### config.mk
export PLATFORM = sky130hd
export DESIGN_NAME = text_console_writer_flat
export DESIGN_NICKNAME = d
export VERILOG_FILES = /design/src/rtl/text_console_writer_pkg.sv /design/src/rtl/text_console_writer_if.sv /design/src/rtl/text_console_writer_cursor.sv /design/src/rtl/text_console_writer.sv /design/src/flat_wrapper.sv
export SDC_FILE = /design/constraint.sdc
export NUM_CORES = 1
export LEC_CHECK = 0
export CELL_PAD_IN_SITES_DETAIL_PLACEMENT = 0
export CELL_PAD_IN_SITES_GLOBAL_PLACEMENT = 1
export CORE_ASPECT_RATIO = 0.9
export CORE_UTILIZATION = 40
export CTS_BUF_LIST = sky130_fd_sc_hd__clkbuf_8
export DETAILED_ROUTE_END_ITERATION = 7
export PLACE_DENSITY_LB_ADDON = 0.1
export SYNTH_ARGS = -nofsm -noshare
export SYNTH_HDL_FRONTEND = slang
export SYNTH_SLANG_ARGS = --single-unit
### constraint.sdc
create_clock -name CLK -period 4.8 [get_ports CLK]
set_clock_uncertainty 0.1 [all_clocks]
set_input_delay 0.72 -clock CLK [delete_from_list [all_inputs] [get_ports CLK]]
set_output_delay 0.72 -clock CLK [all_outputs]
set_load 0.02 [all_outputs]
### src/rtl/text_console_writer_pkg.sv
// Shared constants, state encoding and character classes for the text console writer.
package console_pkg;

  localparam int COLS_DEF = 60;
  localparam int ROWS_DEF = 17;

  localparam logic [7:0] ASCII_BS    = 8'h08;
  localparam logic [7:0] ASCII_LF    = 8'h0A;
  localparam logic [7:0] ASCII_FF    = 8'h0C;
  localparam logic [7:0] ASCII_CR    = 8'h0D;
  localparam logic [7:0] ASCII_SPACE = 8'h20;

  typedef enum logic {
    ST_IDLE  = 1'b0,
    ST_CLEAR = 1'b1
  } state_t;

  typedef enum logic [2:0] {
    C_PRINT,
    C_LF,
    C_CR,
    C_BS,
    C_FF,
    C_NONE
  } cls_t;

  function automatic cls_t classify(input logic [7:0] c);
    cls_t r;
    r = C_NONE;
    if (c >= 8'h20 && c <= 8'h7E) r = C_PRINT;
    else if (c == ASCII_LF)       r = C_LF;
    else if (c == ASCII_CR)       r = C_CR;
    else if (c == ASCII_BS)       r = C_BS;
    else if (c == ASCII_FF)       r = C_FF;
    return r;
  endfunction

endpackage

### src/rtl/text_console_writer_if.sv
// Character input and text-buffer write bundle of the text console writer.
interface console_if;
  logic        char_valid;
  logic [7:0]  char_data;
  logic        char_ready;
  logic        clear_req;
  logic        wen;
  logic [15:0] waddr;
  logic [7:0]  wdata;
  logic        busy;
  logic [7:0]  cur_col;
  logic [7:0]  cur_row;

  modport master (
    output char_valid, char_data, clear_req,
    input  char_ready, wen, waddr, wdata,
    input  busy, cur_col, cur_row
  );

  modport slave (
    input  char_valid, char_data, clear_req,
    output char_ready, wen, waddr, wdata,
    output busy, cur_col, cur_row
  );
endinterface

### src/rtl/text_console_writer_cursor.sv
// Cursor column/row with column and row wrap; exports row*COLS+col.
module console_cursor
  import console_pkg::*;
#(
  parameter int COLS = COLS_DEF,
  parameter int ROWS = ROWS_DEF
) (
  input  logic        CLK,
  input  logic        RST,
  input  logic        advance,
  input  logic        newline,
  input  logic        home,
  input  logic        back,
  input  logic        zero,
  output logic [7:0]  col,
  output logic [7:0]  row,
  output logic [15:0] addr
);

  localparam logic [7:0] LAST_COL = 8'(COLS - 1);
  localparam logic [7:0] LAST_ROW = 8'(ROWS - 1);

  logic [7:0] r_col;
  logic [7:0] r_row;
  logic [7:0] w_row_inc;

  assign w_row_inc = (r_row == LAST_ROW) ? 8'd0 : r_row + 8'd1;

  always_ff @(posedge CLK) begin
    if (RST || zero) begin
      r_col <= 8'd0;
      r_row <= 8'd0;
    end else if (newline) begin
      r_col <= 8'd0;
      r_row <= w_row_inc;
    end else if (home) begin
      r_col <= 8'd0;
    end else if (back && r_col != 8'd0) begin
      r_col <= r_col - 8'd1;
    end else if (advance) begin
      if (r_col == LAST_COL) begin
        r_col <= 8'd0;
        r_row <= w_row_inc;
      end else begin
        r_col <= r_col + 8'd1;
      end
    end
  end

  assign col  = r_col;
  assign row  = r_row;
  assign addr = 16'(r_row) * 16'(COLS) + 16'(r_col);

endmodule

### src/rtl/text_console_writer.sv
// Streams ASCII into a display text buffer; screen blank via clear_req/FF.
// Optional: CONSOLE_CLEAR_ON_RESET_EN blanks the screen after reset.
module text_console_writer
  import console_pkg::*;
#(
  parameter int COLS = COLS_DEF,
  parameter int ROWS = ROWS_DEF
) (
  input logic     CLK,
  input logic     RST,
  console_if.slave bus
);

  localparam logic [15:0] LAST_ADDR = 16'(COLS * ROWS - 1);

  state_t      r_state, w_state_n;
  logic [15:0] r_cnt, w_cnt_n;
  logic        r_wen;
  logic [15:0] r_waddr;
  logic [7:0]  r_wdata;

  logic        w_ready, w_boot;
  logic        w_adv, w_nl, w_home, w_back, w_zero;
  logic        w_cwen;
  logic [15:0] w_caddr;
  logic [7:0]  w_cdata;
  logic [7:0]  w_col, w_row;
  logic [15:0] w_addr;
  cls_t        w_cls;

`ifdef CONSOLE_CLEAR_ON_RESET_EN
  logic r_boot;
  always_ff @(posedge CLK) begin
    r_boot <= RST;
  end
  assign w_boot = r_boot;
`else
  assign w_boot = 1'b0;
`endif

  assign w_cls = classify(bus.char_data);

  console_cursor #(.COLS(COLS), .ROWS(ROWS)) u_cursor (
    .CLK     (CLK),
    .RST     (RST),
    .advance (w_adv),
    .newline (w_nl),
    .home    (w_home),
    .back    (w_back),
    .zero    (w_zero),
    .col     (w_col),
    .row     (w_row),
    .addr    (w_addr)
  );

  always_ff @(posedge CLK) begin
    if (RST) begin
      r_state <= ST_IDLE;
      r_cnt   <= 16'd0;
      r_wen   <= 1'b0;
      r_waddr <= 16'd0;
      r_wdata <= 8'd0;
    end else begin
      r_state <= w_state_n;
      r_cnt   <= w_cnt_n;
      r_wen   <= w_cwen;
      if (w_cwen) begin
        r_waddr <= w_caddr;
        r_wdata <= w_cdata;
      end
    end
  end

  always_comb begin
    w_state_n = r_state;
    w_cnt_n   = r_cnt;
    w_ready   = 1'b0;
    w_adv     = 1'b0;
    w_nl      = 1'b0;
    w_home    = 1'b0;
    w_back    = 1'b0;
    w_zero    = 1'b0;
    w_cwen    = 1'b0;
    w_caddr   = w_addr;
    w_cdata   = bus.char_data;
    unique case (r_state)
      ST_IDLE: begin
        w_cnt_n = 16'd0;
        w_ready = !bus.clear_req && !w_boot && !RST;
        if (bus.clear_req || w_boot) begin
          w_state_n = ST_CLEAR;
        end else if (bus.char_valid && w_ready) begin
          unique case (1'b1)
            (w_cls == C_PRINT): begin
              w_cwen = 1'b1;
              w_adv  = 1'b1;
            end
            (w_cls == C_LF): w_nl   = 1'b1;
            (w_cls == C_CR): w_home = 1'b1;
            (w_cls == C_BS): begin
              // rub out the cell left of the cursor
              if (w_col != 8'd0) begin
                w_back  = 1'b1;
                w_cwen  = 1'b1;
                w_caddr = w_addr - 16'd1;
                w_cdata = ASCII_SPACE;
              end
            end
            (w_cls == C_FF): w_state_n = ST_CLEAR;
            default: ;
          endcase
        end
      end
      ST_CLEAR: begin
        w_cnt_n = r_cnt + 16'd1;
        if (r_cnt == LAST_ADDR) begin
          w_state_n = ST_IDLE;
          w_zero    = 1'b1;
        end
      end
      default: w_state_n = ST_IDLE;
    endcase
  end

  // clear writes are driven straight from the sweep counter
  assign bus.char_ready = w_ready;
  assign bus.busy       = (r_state == ST_CLEAR);
  assign bus.wen        = r_wen || (r_state == ST_CLEAR);
  assign bus.waddr      = (r_state == ST_CLEAR) ? r_cnt : r_waddr;
  assign bus.wdata      = (r_state == ST_CLEAR) ? ASCII_SPACE : r_wdata;
  assign bus.cur_col    = w_col;
  assign bus.cur_row    = w_row;

endmodule

### src/flat_wrapper.sv
// flat-port wrapper written by rule: the top's interface ports become plain ports
module text_console_writer_flat import console_pkg::*;
#(
  parameter int COLS = COLS_DEF,
  parameter int ROWS = ROWS_DEF
)
  (CLK, RST, bus_char_valid, bus_char_data, bus_clear_req, bus_char_ready, bus_wen, bus_waddr, bus_wdata, bus_busy, bus_cur_col, bus_cur_row);
  console_if bus_i ();
  input logic CLK;
  input logic RST;
  input wire logic [$bits(bus_i.char_valid)-1:0] bus_char_valid;
  input wire logic [$bits(bus_i.char_data)-1:0] bus_char_data;
  input wire logic [$bits(bus_i.clear_req)-1:0] bus_clear_req;
  output wire logic [$bits(bus_i.char_ready)-1:0] bus_char_ready;
  output wire logic [$bits(bus_i.wen)-1:0] bus_wen;
  output wire logic [$bits(bus_i.waddr)-1:0] bus_waddr;
  output wire logic [$bits(bus_i.wdata)-1:0] bus_wdata;
  output wire logic [$bits(bus_i.busy)-1:0] bus_busy;
  output wire logic [$bits(bus_i.cur_col)-1:0] bus_cur_col;
  output wire logic [$bits(bus_i.cur_row)-1:0] bus_cur_row;
  assign bus_i.char_valid = bus_char_valid;
  assign bus_i.char_data = bus_char_data;
  assign bus_i.clear_req = bus_clear_req;
  assign bus_char_ready = bus_i.char_ready;
  assign bus_wen = bus_i.wen;
  assign bus_waddr = bus_i.waddr;
  assign bus_wdata = bus_i.wdata;
  assign bus_busy = bus_i.busy;
  assign bus_cur_col = bus_i.cur_col;
  assign bus_cur_row = bus_i.cur_row;
  text_console_writer #(.COLS(COLS), .ROWS(ROWS)) u_core (.CLK(CLK), .RST(RST), .bus(bus_i));
endmodule
Yosys cells after proc, flatten, opt, wreduce, memory -nomap -nowiden

Index checks and enable logic that the tools add are counted.

Register bits: 58
Input bits: 12
Output and inout port bits: 43

Add/sub/neg operators: 6
Reduce and logical (&&, ||, !) cells: 15
Multiplexer cells: 56
Multiply operators: 1
Order comparisons: 2
Bitwise logic cells: 1
Equality and inequality tests: 13

Operators by type and width:

| kind                                                           | count |
|---|---|
| two-way mux 8 bit                                              | 15 |
| two-way mux 16 bit                                             | 6 |
| == test 8 x 4 -> 1 bit, second input constant                  | 4 |
| case mux 16 bit (2 select lines)                               | 1 |
| two-way mux 1 bit                                              | 28 |
| adder 16 x 1 -> 16 bit, second input constant                  | 1 |
| adder 8 x 1 -> 8 bit, second input constant                    | 2 |
| == test 16 x 10 -> 1 bit, second input constant                | 1 |
| subtractor 15 x 1 -> 16 bit, second input constant             | 1 |
| adder 14 x 8 -> 15 bit                                         | 1 |
| multiplier 8 x 4 -> 12 bit, second input constant              | 1 |
| two-way mux 3 bit                                              | 4 |
| == test 8 x 5 -> 1 bit, second input constant                  | 1 |
| == test 8 x 6 -> 1 bit, second input constant                  | 1 |
| >= comparator 8 x 6 -> 1 bit, second input constant            | 1 |
| less-or-equal comparator 8 x 7 -> 1 bit, second input constant | 1 |
| nonzero test 8 bit                                             | 1 |
| subtractor 8 x 1 -> 8 bit, second input constant               | 1 |
| == test 3 x 2 -> 1 bit, second input constant                  | 2 |
| nonzero test 2 bit                                             | 3 |
| logical AND 1 bit                                              | 4 |
| inequality test 2 bit, second input constant                   | 2 |
| case mux 1 bit (2 select lines)                                | 2 |
| AND reduction 4 bit                                            | 1 |
| other kinds (7)                                                | 9 |

Logic depth before layout (Yosys ltp)

Depth after elaboration: 15
Gate-level depth with buffers: 16
Gate-level depth less buffers: 16

By module

Synthesis repeated with hierarchy kept, for this count alone.

Cell total of the unflattened synthesis: 543
Area total of the unflattened synthesis: 4,718.3 µm²

Modules (own cells, without submodules):

| module              | sequential area each (µm²) | instances | area an instance (µm²) | cells an instance |
|---|---|---|---|---|
| text_console_writer | 840.8                      | 1         | 2,555.0                | 291 |
| console_cursor      | 320.3                      | 1         | 2,163.3                | 252 |

Least setup slack after synthesis

No wires, ideal clock.

Path type: register to register
Start: reg u_core.u_cursor.r_row[3] (netlist: u_core.u_cursor.row[3])
End: reg u_core.r_waddr[13]
Path buffers: 0
Slack: 0.357 ns
Clock period less this slack: 4.443 ns
Arrival: 4.256 ns
Data required time: 4.613 ns
Stages on the path, launching flop included: 16
Cell sequence: dfxtp_1 -> inv_1 -> fa_1 -> fa_1 -> inv_1 -> ha_1 -> xor2_1 -> ha_1 -> o211a_1 -> nand2_1 -> a2111oi_4 -> nand3_1 -> nor3b_1 -> xnor2_1 -> and3b_1 -> o31ai_1

Longest elaborated chain between the ends: 8

Ends and longest elaborated chain:

| item                         | RTL line                         | source |
|---|---|---|
| start, declared              | text_console_writer_cursor.sv:24 | `logic [7:0] r_row;` |
| start signal, assigned       | text_console_writer_cursor.sv:35 | `r_row <= w_row_inc;` |
| start signal, assigned       | text_console_writer_cursor.sv:43 | `r_row <= w_row_inc;` |
| multiplier 8 x 4 -> 12 bit * | text_console_writer_cursor.sv:52 | `assign addr = 16'(r_row) * 16'(COLS) + 16'(r_col);` |
| adder 14 x 8 -> 15 bit *     | text_console_writer_cursor.sv:52 |  |
| subtractor 15 x 1 -> 16 bit  | text_console_writer.sv:105       | `w_caddr = w_addr - 16'd1;` |
| two-way mux 16 bit           | text_console_writer.sv:102       | `if (w_col != 8'd0) begin` |
| two-way mux 16 bit           | text_console_writer.sv:93        | `unique case (1'b1)` |
| two-way mux 16 bit           | text_console_writer.sv:92        | `end else if (bus.char_valid && w_ready) begin` |
| two-way mux 16 bit           | text_console_writer.sv:90        | `if (bus.clear_req \|\| w_boot) begin` |
| two-way mux 16 bit *         | text_console_writer.sv:86        | `unique case (r_state)` |
| end signal, assigned         | text_console_writer.sv:68        | `r_waddr <= w_caddr;` |
| end, declared                | text_console_writer.sv:19        | `logic [15:0] r_waddr;` |

Every way passes the cells marked *; elsewhere a longest branch is shown, timed or not.
A chain may end at the register's enable or synchronous reset.

Final worst setup path

Start: reg u_core.u_cursor.r_row[2] (netlist: u_core.u_cursor.row[2])
End: reg u_core.r_waddr[14]

Same word-level chain as after synthesis.

==> metrics.cfg <==
[timing]
fmax_ghz=0.224
finalSetupViolations=0
max_slew_margin_pct=48.4
finalCriticalPeriod_ps=4460
tns_ps=0
rsz0062_at_grt=no
period_share_pct=93.0
worst_slew_pin_slew_ps=769
hold_viol=0
worst_slack_ps=336
slew_violations=0

[flow_run]
maxCapViolCount=0

[clocking]
cts_tree=done
cts_max_path_buffers=2
clk_latency_ps=340
htreeDepth=3
cts.sinks=58
clk_pin_slew_worst_paths_ps=70
cts_buffers=9
cts_setup_buffers=0
cts-root-buf=clkbuf_8

[floorplanning]
start_util_pct=41.7
die-area_um2=11300
num_rows=35
core_um2=10400
fp.dieW_um=112
io-pin-count=55
die_y_um=101

[route]
drc=3
wl_per_cell_um=15.1
first_pass_iters=6
vias_per_cell=5.40
vias=3795
drtIter0Drc=209
drtAntennaViolNets=0
drt_wl_total_um=10600

[synth]
synth.mux.area_fraction_pct=4.38
yosys.area.top_type=dfxtp_1
synth_fp_nets=576
ys_types=64
synth_area_um2=4350
synth_edf_count=0
netlist.area_leader.share_pct=26.7
synthFlopType=dfxtp_1
synth-simple-area-share_pct=25.2
synth-adder-area-share_pct=16.0
synth-compound-area-share_pct=15.3
synth_seq_cells=58
synth_async_sr_flop_share_pct=0
synthCells=517
synth_area_leaders=dfxtp_1, ha_1, fa_1
ys_seq_area_share_pct=26.7
synth_xor_area_share_pct=7.66
avgSynthCellArea_um2=8.41
synth_warnings=0
synth_top_family_by_area=simple AND/OR/NAND/NOR gates

[global_route]
grt_pass1_vias=3721
grt_pass1_wl_um=18400
antenna_found_initial=0
track_usage_pct=20.3
grt_max_degree=26
grt_overflow_total=0

[run_status]
status=finished with violations
violations=DRC

[worst_setup_path]
crit_chain=inv_1 -> fa_1 -> fa_1 -> inv_1 -> ha_1 -> xor2_1 -> ha_1 -> o211a_1 -> nand2_1 -> a2111oi_4 -> buf_4 -> nor2_1 -> o21ai_0 -> mux2i_1 -> a31o_2 -> a31oi_1
cp_max_fo=6
critPathSlowestCell=fa_1
worstSetupStartpointType=flip-flop
critPathKind=reg -> reg
end_kind=flip-flop
crit_required_ps=4970
critical_path_arrival_ps=4630
crit_path_max_incr_delay_ps=510

[min_path]
hold_path.class=reg -> reg

[final_layout]
syn2layout_area_growth_pct=20.6
fin_nets=629
drive_gt1_share_pct=9.23
final_cell_mix=dfxtp_1, clkdlybuf4s50_1, nor2_1
n_antenna_cell=0
mostFrequentLayoutCell=dfxtp_1

[power]
p_per_area_nw_per_um2=206
ir_drop_mv=0.0970
total_power_w=0.00108
power.leakage_nw=2.18

[placed_design]
dp_hpwl_um=8020
dpl_worst_slack_ps=386
io_buffers=54
place.gp.congestion=0.823

## state kept, by name, summed over array words and instances (netlist names)
signal / cells
u_core.r_cnt: 16
u_core.u_cursor.row: 8
u_core.r_wen: 1
u_core.r_waddr: 16
u_core.r_wdata: 8
u_core.bus.busy: 1
u_core.u_cursor.col: 8
## cell usage after synthesis (3+ instances only)
library cell,count
nand4_1,10
a211oi_1,5
nor3b_1,5
clkbuf_1,16
xor2_1,16
and3_1,16
ha_1,33
o21ai_0,15
nor3_1,10
or3_1,6
dfxtp_1,58
xnor2_1,22
nor2_1,51
buf_1,3
o211ai_1,5
a221oi_1,3
nand3b_1,4
nor2b_1,10
o21ai_1,3
a21o_1,5
inv_1,32
nand2_1,38
fa_1,14
a21oi_1,33
mux2_2,16
nand3_1,35
nor4_1,3
a31oi_1,3
o21a_1,3
o31ai_1,3
## metal layers
layer	track usage [%]	vias up	share of wire (%)
met2	33.1	64	45
li1	-	1943	-
met3	4.51	5	3.9
met4	5.20	0	0.67
met1	27.3	1783	50
met5	0	-	0
## worst max-delay path: cells and delay by family (launching register included)
kind                     cells  cell delay (ps)
AO/OA/AOI/OAI                5             1200
XOR/XNOR                     1              160
adder cells (fa/ha/maj)      4             1700
buffers and inverters        3              420
flip-flops                   1              440
multiplexers                 1              210
AND/OR/NAND/NOR              2              150
## area by class of cell
| class | count | area (µm²) |
|---|---|---|
| inverter | 32 | 120 |
| sequential | 58 | 1160 |
| clock inverter | 5 | 78.8 |
| clock buffer | 10 | 138 |
| timing repair buffer | 63 | 608 |
| multi-input combinational | 406 | 2980 |
| fill | 1052 | 5180 |
| tap | 129 | 161 |
## through the flow
| step | area, µm² | hold slack [ps] | utilization (%) | instances |
|---|---|---|---|---|
| 2_1_floorplan | 4350 | 326 | - | 517 |
| 3_3_place_gp | 5020 | 339 | 48.2 | 688 |
| 3_5_place_dp | 5020 | 344 | 48.2 | 688 |
| 4_1_cts | 5240 | 355 | 50.3 | 703 |
| 5_1_grt | 5240 | 377 | 50.3 | 703 |
| 6_report | 5240 | 351 | 50.3 | 703 |
## what timing repair did
action,in CTS,in global routing
hold buffers,0,0
endpoints found under the setup margin,0,1
hold endpoints to repair,0,0
resized for setup,0,1
## cell families after synthesis
logic type,after synthesis
AOI/OAI and AO/OA,99
muxes,17
and+or+nand+nor,205
buffers and inverters,53
DFF,58
adders and majority gates,47
xor gates and xnor gates,38
## path summary, 6_finish.rpt
kind                                                          start                         endpoint  slack (ps)  depth (start not counted)
worst max-delay path            u_core.u_cursor.row[2]$_SDFFE_PP0P_  u_core.r_waddr[14]$_SDFFE_PP0P_         340                         16
worst min-delay path                 u_core.r_wdata[6]$_SDFFE_PP0P_   u_core.r_wdata[6]$_SDFFE_PP0P_         350                          2
worst max register to register  u_core.u_cursor.row[2]$_SDFFE_PP0P_  u_core.r_waddr[14]$_SDFFE_PP0P_         340                         16
worst min register to register       u_core.r_wdata[6]$_SDFFE_PP0P_   u_core.r_wdata[6]$_SDFFE_PP0P_         350                          2
## report_power, final
group          internal [W]  leakage, nW  switching [W]  total (W)
logic             0.0000352         1.60      0.0000438  0.0000790
clock network      0.000303        0.112       0.000205   0.000508
registers          0.000487        0.468     0.00000648   0.000494
total              0.000825         2.18       0.000255    0.00108
Power figures use the tool's default switching activity.
